## src/rtl/scarv_rom_bus_adapter.sv

```systemverilog
// Core req/gnt/recv/ack front-end for a single-port ROM; optional range check via `SCARV_ROM_ADAPTER_RANGE_CHECK_EN.
// Latency: 2 cycles from request acceptance to mem_recv; one request per cycle sustained with prompt acks.
// Backpressure: credit count (FIFO occupancy + in-flight) caps outstanding responses at 2; mem_gnt drops when full.
module scarv_rom_bus_adapter #(
    parameter int          DEPTH     = 1024,
    parameter int          WIDTH     = 32,
    parameter logic [31:0] BASE_ADDR = 32'h0000_0000
) (
    input  logic                     g_clk,
    input  logic                     g_reset,
    input  logic                     mem_req,
    output logic                     mem_gnt,
    input  logic                     mem_wen,
    input  logic [WIDTH/8-1:0]       mem_strb,
    input  logic [WIDTH-1:0]         mem_wdata,
    input  logic [31:0]              mem_addr,
    output logic                     mem_recv,
    input  logic                     mem_ack,
    output logic [WIDTH-1:0]         mem_rdata,
    output logic                     mem_error,
    output logic                     rom_cen,
    output logic [$clog2(DEPTH)-1:0] rom_addr,
    input  logic [WIDTH-1:0]         rom_rdata
);

    localparam int AW = $clog2(DEPTH);
    localparam int LB = $clog2(WIDTH/8);

    logic [31:0]      off;
    logic             in_range;
    logic             good_rd;
    logic             accept;
    logic             pop;
    logic             push;
    logic [1:0]       cnt;

    logic             inflight;
    logic             tag_err;
    logic [1:0]       occ;
    logic [WIDTH-1:0] head_dat;
    logic             head_err;
    logic [WIDTH-1:0] tail_dat;
    logic             tail_err;
    logic [WIDTH-1:0] push_dat;

    // Strobes and write data are irrelevant to a ROM; fold them away explicitly.
    logic unused_ok;
    assign unused_ok = ^{mem_strb, mem_wdata, off};

    // Address decode: byte offset from the ROM base, word index and range test.
    always_comb begin
        off      = mem_addr - BASE_ADDR;
        rom_addr = off[LB +: AW];
`ifdef SCARV_ROM_ADAPTER_RANGE_CHECK_EN
        in_range = ((off >> (LB + AW)) == 32'd0);
`else
        in_range = 1'b1;
`endif
    end

    // Credit-based grant: a slot frees up in the same cycle the head is popped.
    always_comb begin
        mem_recv = (occ != 2'd0);
        pop      = mem_recv && mem_ack;
        cnt      = occ + {1'b0, inflight};
        mem_gnt  = (cnt < 2'd2) || ((cnt == 2'd2) && pop);
        accept   = mem_req && mem_gnt;
        good_rd  = !mem_wen && in_range;
        rom_cen  = accept && good_rd && !g_reset;
        push     = inflight;
        push_dat = tag_err ? '0 : rom_rdata;
    end

    // Track the request whose ROM data (or error) arrives next cycle.
    always_ff @(posedge g_clk) begin
        if (g_reset) begin
            inflight <= 1'b0;
            tag_err  <= 1'b0;
        end else begin
            inflight <= accept;
            if (accept) begin
                tag_err <= !good_rd;
            end
        end
    end

    // Two-entry in-order response FIFO with a registered head.
    always_ff @(posedge g_clk) begin
        if (g_reset) begin
            occ      <= 2'd0;
            head_dat <= '0;
            head_err <= 1'b0;
            tail_dat <= '0;
            tail_err <= 1'b0;
        end else begin
            case ({push, pop})
                2'b10: begin
                    if (occ == 2'd0) begin
                        head_dat <= push_dat;
                        head_err <= tag_err;
                    end else begin
                        tail_dat <= push_dat;
                        tail_err <= tag_err;
                    end
                    occ <= occ + 2'd1;
                end
                2'b01: begin
                    if (occ == 2'd2) begin
                        head_dat <= tail_dat;
                        head_err <= tail_err;
                    end
                    occ <= occ - 2'd1;
                end
                2'b11: begin
                    if (occ == 2'd2) begin
                        head_dat <= tail_dat;
                        head_err <= tail_err;
                        tail_dat <= push_dat;
                        tail_err <= tag_err;
                    end else begin
                        head_dat <= push_dat;
                        head_err <= tag_err;
                    end
                end
                default: begin
                end
            endcase
        end
    end

    assign mem_rdata = head_dat;
    assign mem_error = head_err;

    // The credit rule must never let a push land on a full FIFO without a pop.
    assert property (@(posedge g_clk) disable iff (g_reset)
        !(push && (occ == 2'd2) && !pop));

endmodule

```

## config.mk

```make
export PLATFORM = sky130hd
export DESIGN_NAME = scarv_rom_bus_adapter
export DESIGN_NICKNAME = d
export VERILOG_FILES = /design/src/rtl/scarv_rom_bus_adapter.sv
export SDC_FILE = /design/constraint.sdc
export NUM_CORES = 1
export LEC_CHECK = 0
export BUFFER_PORTS_ARGS = -buffer_cell sky130_fd_sc_hd__buf_2
export CORE_MARGIN = 4
export CORE_UTILIZATION = 50
export CTS_CLUSTER_DIAMETER = 120
export CTS_CLUSTER_SIZE = 28
export DETAILED_ROUTE_END_ITERATION = 7
export PLACE_DENSITY = 0.81
export RECOVER_POWER = 25
export SYNTH_ARGS = -nofsm -noshare
export SYNTH_HDL_FRONTEND = slang
export SYNTH_SLANG_ARGS = --single-unit
```

## constraint.sdc

```tcl
create_clock -name g_clk -period 2.7 [get_ports g_clk]
set_input_delay 0.81 -clock g_clk [delete_from_list [all_inputs] [get_ports g_clk]]
set_output_delay 0.81 -clock g_clk [all_outputs]
set_load 0.005 [all_outputs]
```

==> results.ini <==
[yosys]
syn_nets = 551
synth_cells = 441
avgSynthCellArea_um2 = 9.03
synth_cell_types = 36
ys_ff_latch = 70
syn_area_um2 = 3980
synth.yosys.seq_area_share = 0.352
yosysWarnings = 0

[placement]
io_buffers = 72
dp_slack_ns = -0.144
dpl.hpwl_mm = 6.91
gp_congestion = 0.787

[sta]
relSlewSlack = -0.178
final_hold_viol_count = 0
rsz0062_at_grt = no
fmax_ghz = 0.390
setup_violations = 0
worst_pin_slew_ns = 1.77
skew_ns = 0.0104
period_minus_slack_ns = 2.57
fin_crit_sh = 0.951
drv_slew = 72
worst_slack_ns = 0.133

[global_routing]
overflow = 0
grt_usage = 0.236
grt_antenna_before_repair = 0
grt_max_degree = 72
grt_pass1_wl_mm = 18.8
first_global_vias = 3912

[power]
cellLeakagePower_nw = 1.61
max-vdd-ir-drop_uv = 566
power_frac_seq = 0.308
swShare = 0.423
p_comb_frac = 0.499
p_switching_w = 0.00211
power-per-cell-area_nw_per_um2 = 1090
p_int_w = 0.00288
clock_power_share = 0.193
total_power_w = 0.00498

[finish]
utilization = 0.591
area_delta_synth_final_pct = 14.6
fillCellCount = 664
final_nets = 593
layout-drive-gt1-share = 0.297
n_antenna_cell = 0

[cts]
cts_made_buffers = 9
cts_tree = yes
cts_root_buf = clkbuf_8
clk_path_buf_depth = 2
htreeDepth = 3
cts_sinks = 70
clk_pin_slew_ns = 0.08
clk_latency_ns = 0.35
post-cts-setup-buffers = 0

[die]
die_y_um = 97.3
num_io_pins = 151
rows = 32
die_x_um = 97.3
core-area_um2 = 7730
die-area_um2 = 9460
start_util = 0.516

[outcome]
failed_checks = capacitance limit, slew limit
status = complete, but fails checks

[detailed_routing]
first_iter_violations = 253
wl_per_cell_um = 18.8
ant_nets = 0
totalWireLength_mm = 11.1
drc = 0
avgViaCountPerCell = 6.44
vias = 3799
dr.pass1.iters = 6

[critical_path]
crit_slowest_cell = dfxtp_2
endpoint = rom_cen
worst-r2r-cell-count = 8
crit_chain = ha_1 -> and3b_1 -> o221ai_1 -> nor3_1 -> buf_2
crit_start = occ[0]
cpLargestDelayFamily = flip-flops
end_kind = output pin
reg2reg_from = occ[0]
path_buf_inv = 1
arrival_ns = 1.76
path_class = reg -> out
cp-start-kind = register
crit_cells = 5
critPathMaxFanout = 6
reg2reg_to = tail_dat[5]
cp_slowest_stage_delay_ns = 0.40
r2r_slack_ns = 0.20
required_ns = 1.89

[worst_hold_path]
hp-class = reg -> reg
hold_start = tail_dat[24]

[flow_run]
maxCapViolations = 1

layer usage:
| layer | share of wire | global-route usage | vias up |
|---|---|---|---|
| met5 | 0 | 0 | - |
| met1 | 0.40 | 0.283 | 1795 |
| li1 | - | - | 1769 |
| met3 | 0.091 | 0.0682 | 27 |
| met2 | 0.49 | 0.390 | 208 |
| met4 | 0.019 | 0.106 | 0 |
layout make-up:
type	instances	area, um^2	share of cell area
flip-flops and latches	70	1400	0.307
clock inverters	5	82.6	0.0181
multi-input cells	298	2210	0.485
repair buffers	101	586	0.128
clock buffers	11	141	0.0310
inverters	3	11.3	0.00247
well taps	102	128	0.0280
timing repair:
item | CTS | global route
resized for setup | 0 | 2
setup endpoints to repair | 0 | 1
hold buffers | 0 | 0
worst min-delay path by stage:
stage          slack (ns)  depth (start not counted)           end
2_1_floorplan        0.44                          2   tail_dat[0]
3_3_place_gp         0.45                          2   tail_dat[5]
3_5_place_dp         0.46                          2  tail_dat[24]
4_1_cts              0.47                          2  tail_dat[24]
5_1_grt              0.49                          2   tail_dat[1]
6_report             0.47                          2  tail_dat[24]
synth_stat cells, drive strengths merged:
cell type / n / area, um^2
nand2: 1 / 3.75
nor2b: 35 / 219
nand3: 33 / 165
or3: 1 / 6.26
a21oi: 34 / 170
buf: 38 / 245
mux2i: 2 / 32.5
xor2: 1 / 8.76
nand3b: 1 / 7.51
ha: 5 / 62.6
a21o: 1 / 7.51
xnor2: 1 / 8.76
and3b: 2 / 17.5
o22a: 1 / 8.76
a311oi: 33 / 477
o211ai: 33 / 248
nor2: 5 / 28.8
inv: 3 / 11.3
and2: 1 / 6.26
nor3: 2 / 21.3
nand2b: 5 / 31.3
o21ai: 34 / 170
o221ai: 1 / 8.76
clkbuf: 32 / 121
a211oi: 33 / 248
dfxtp: 70 / 1400
o31ai: 33 / 248
power groups by stage:
stage	Combinational, W	Clock [W]	Sequential, W
after global placement	0.00243	0	0.00153
after global routing	0.00271	0.00102	0.00157
after detailed placement	0.00248	0	0.00154
after floorplan	0.00174	0	0.00153
after CTS	0.00249	0.000967	0.00152
final	0.00249	0.000962	0.00153
worst reg2reg max path: stages (launching register included):
cell and delay [ns]:
dfxtp_2 0.36, nor2_2 0.12, inv_2 0.05, nand2_1 0.10, ha_1 0.32, nor2b_2 0.85, buf_4 0.31, o211ai_1 0.10
a21oi_1 0.18
state kept, by name, summed over array words and instances, names as in the netlist:
register   count
tail_dat      32
mem_rdata     32
tag_err        1
tail_err       1
inflight       1
occ            2
mem_error      1
stage by stage:
step | std cells | area (um^2) | hold slack (ns) | setup TNS (ns)
after detailed placement | 574 | 4360 | 0.459 | -1.52
after global placement | 574 | 4360 | 0.451 | -0.767
after floorplan | 441 | 3980 | 0.445 | 0
final | 590 | 4570 | 0.469 | 0
after global routing | 590 | 4570 | 0.486 | 0
after CTS | 590 | 4580 | 0.470 | 0
cells in the final DEF, fill, tap and decap left out, types with 2 or more instances in the layout:
cell type and n:
buf_4 26, buf_12 2, a311oi_1 3, and3b_1 2, buf_2 60, bufinv_16 2
nand2b_1 5, ha_1 5, clkinv_4 2, clkbuf_8 10, o21ai_0 34, a311oi_2 30
o211ai_1 33, a21oi_1 34, nand3_1 33, dfxtp_1 68, nor2b_2 2, o31ai_1 33
inv_1 2, a211oi_1 33, nor2_1 2, clkbuf_1 13, dfxtp_2 2, nor2b_1 33
nor2_2 2
cell families after synthesis:
group,count (synthesis),synth area share
flops,70,0.352
simple gates,86,0.127
compound gates,203,0.398
xor+xnor,2,0.00440
buf+inv,73,0.0948
mux,2,0.00817
fa+ha+maj,5,0.0157
(Power assumes the default switching activity.)
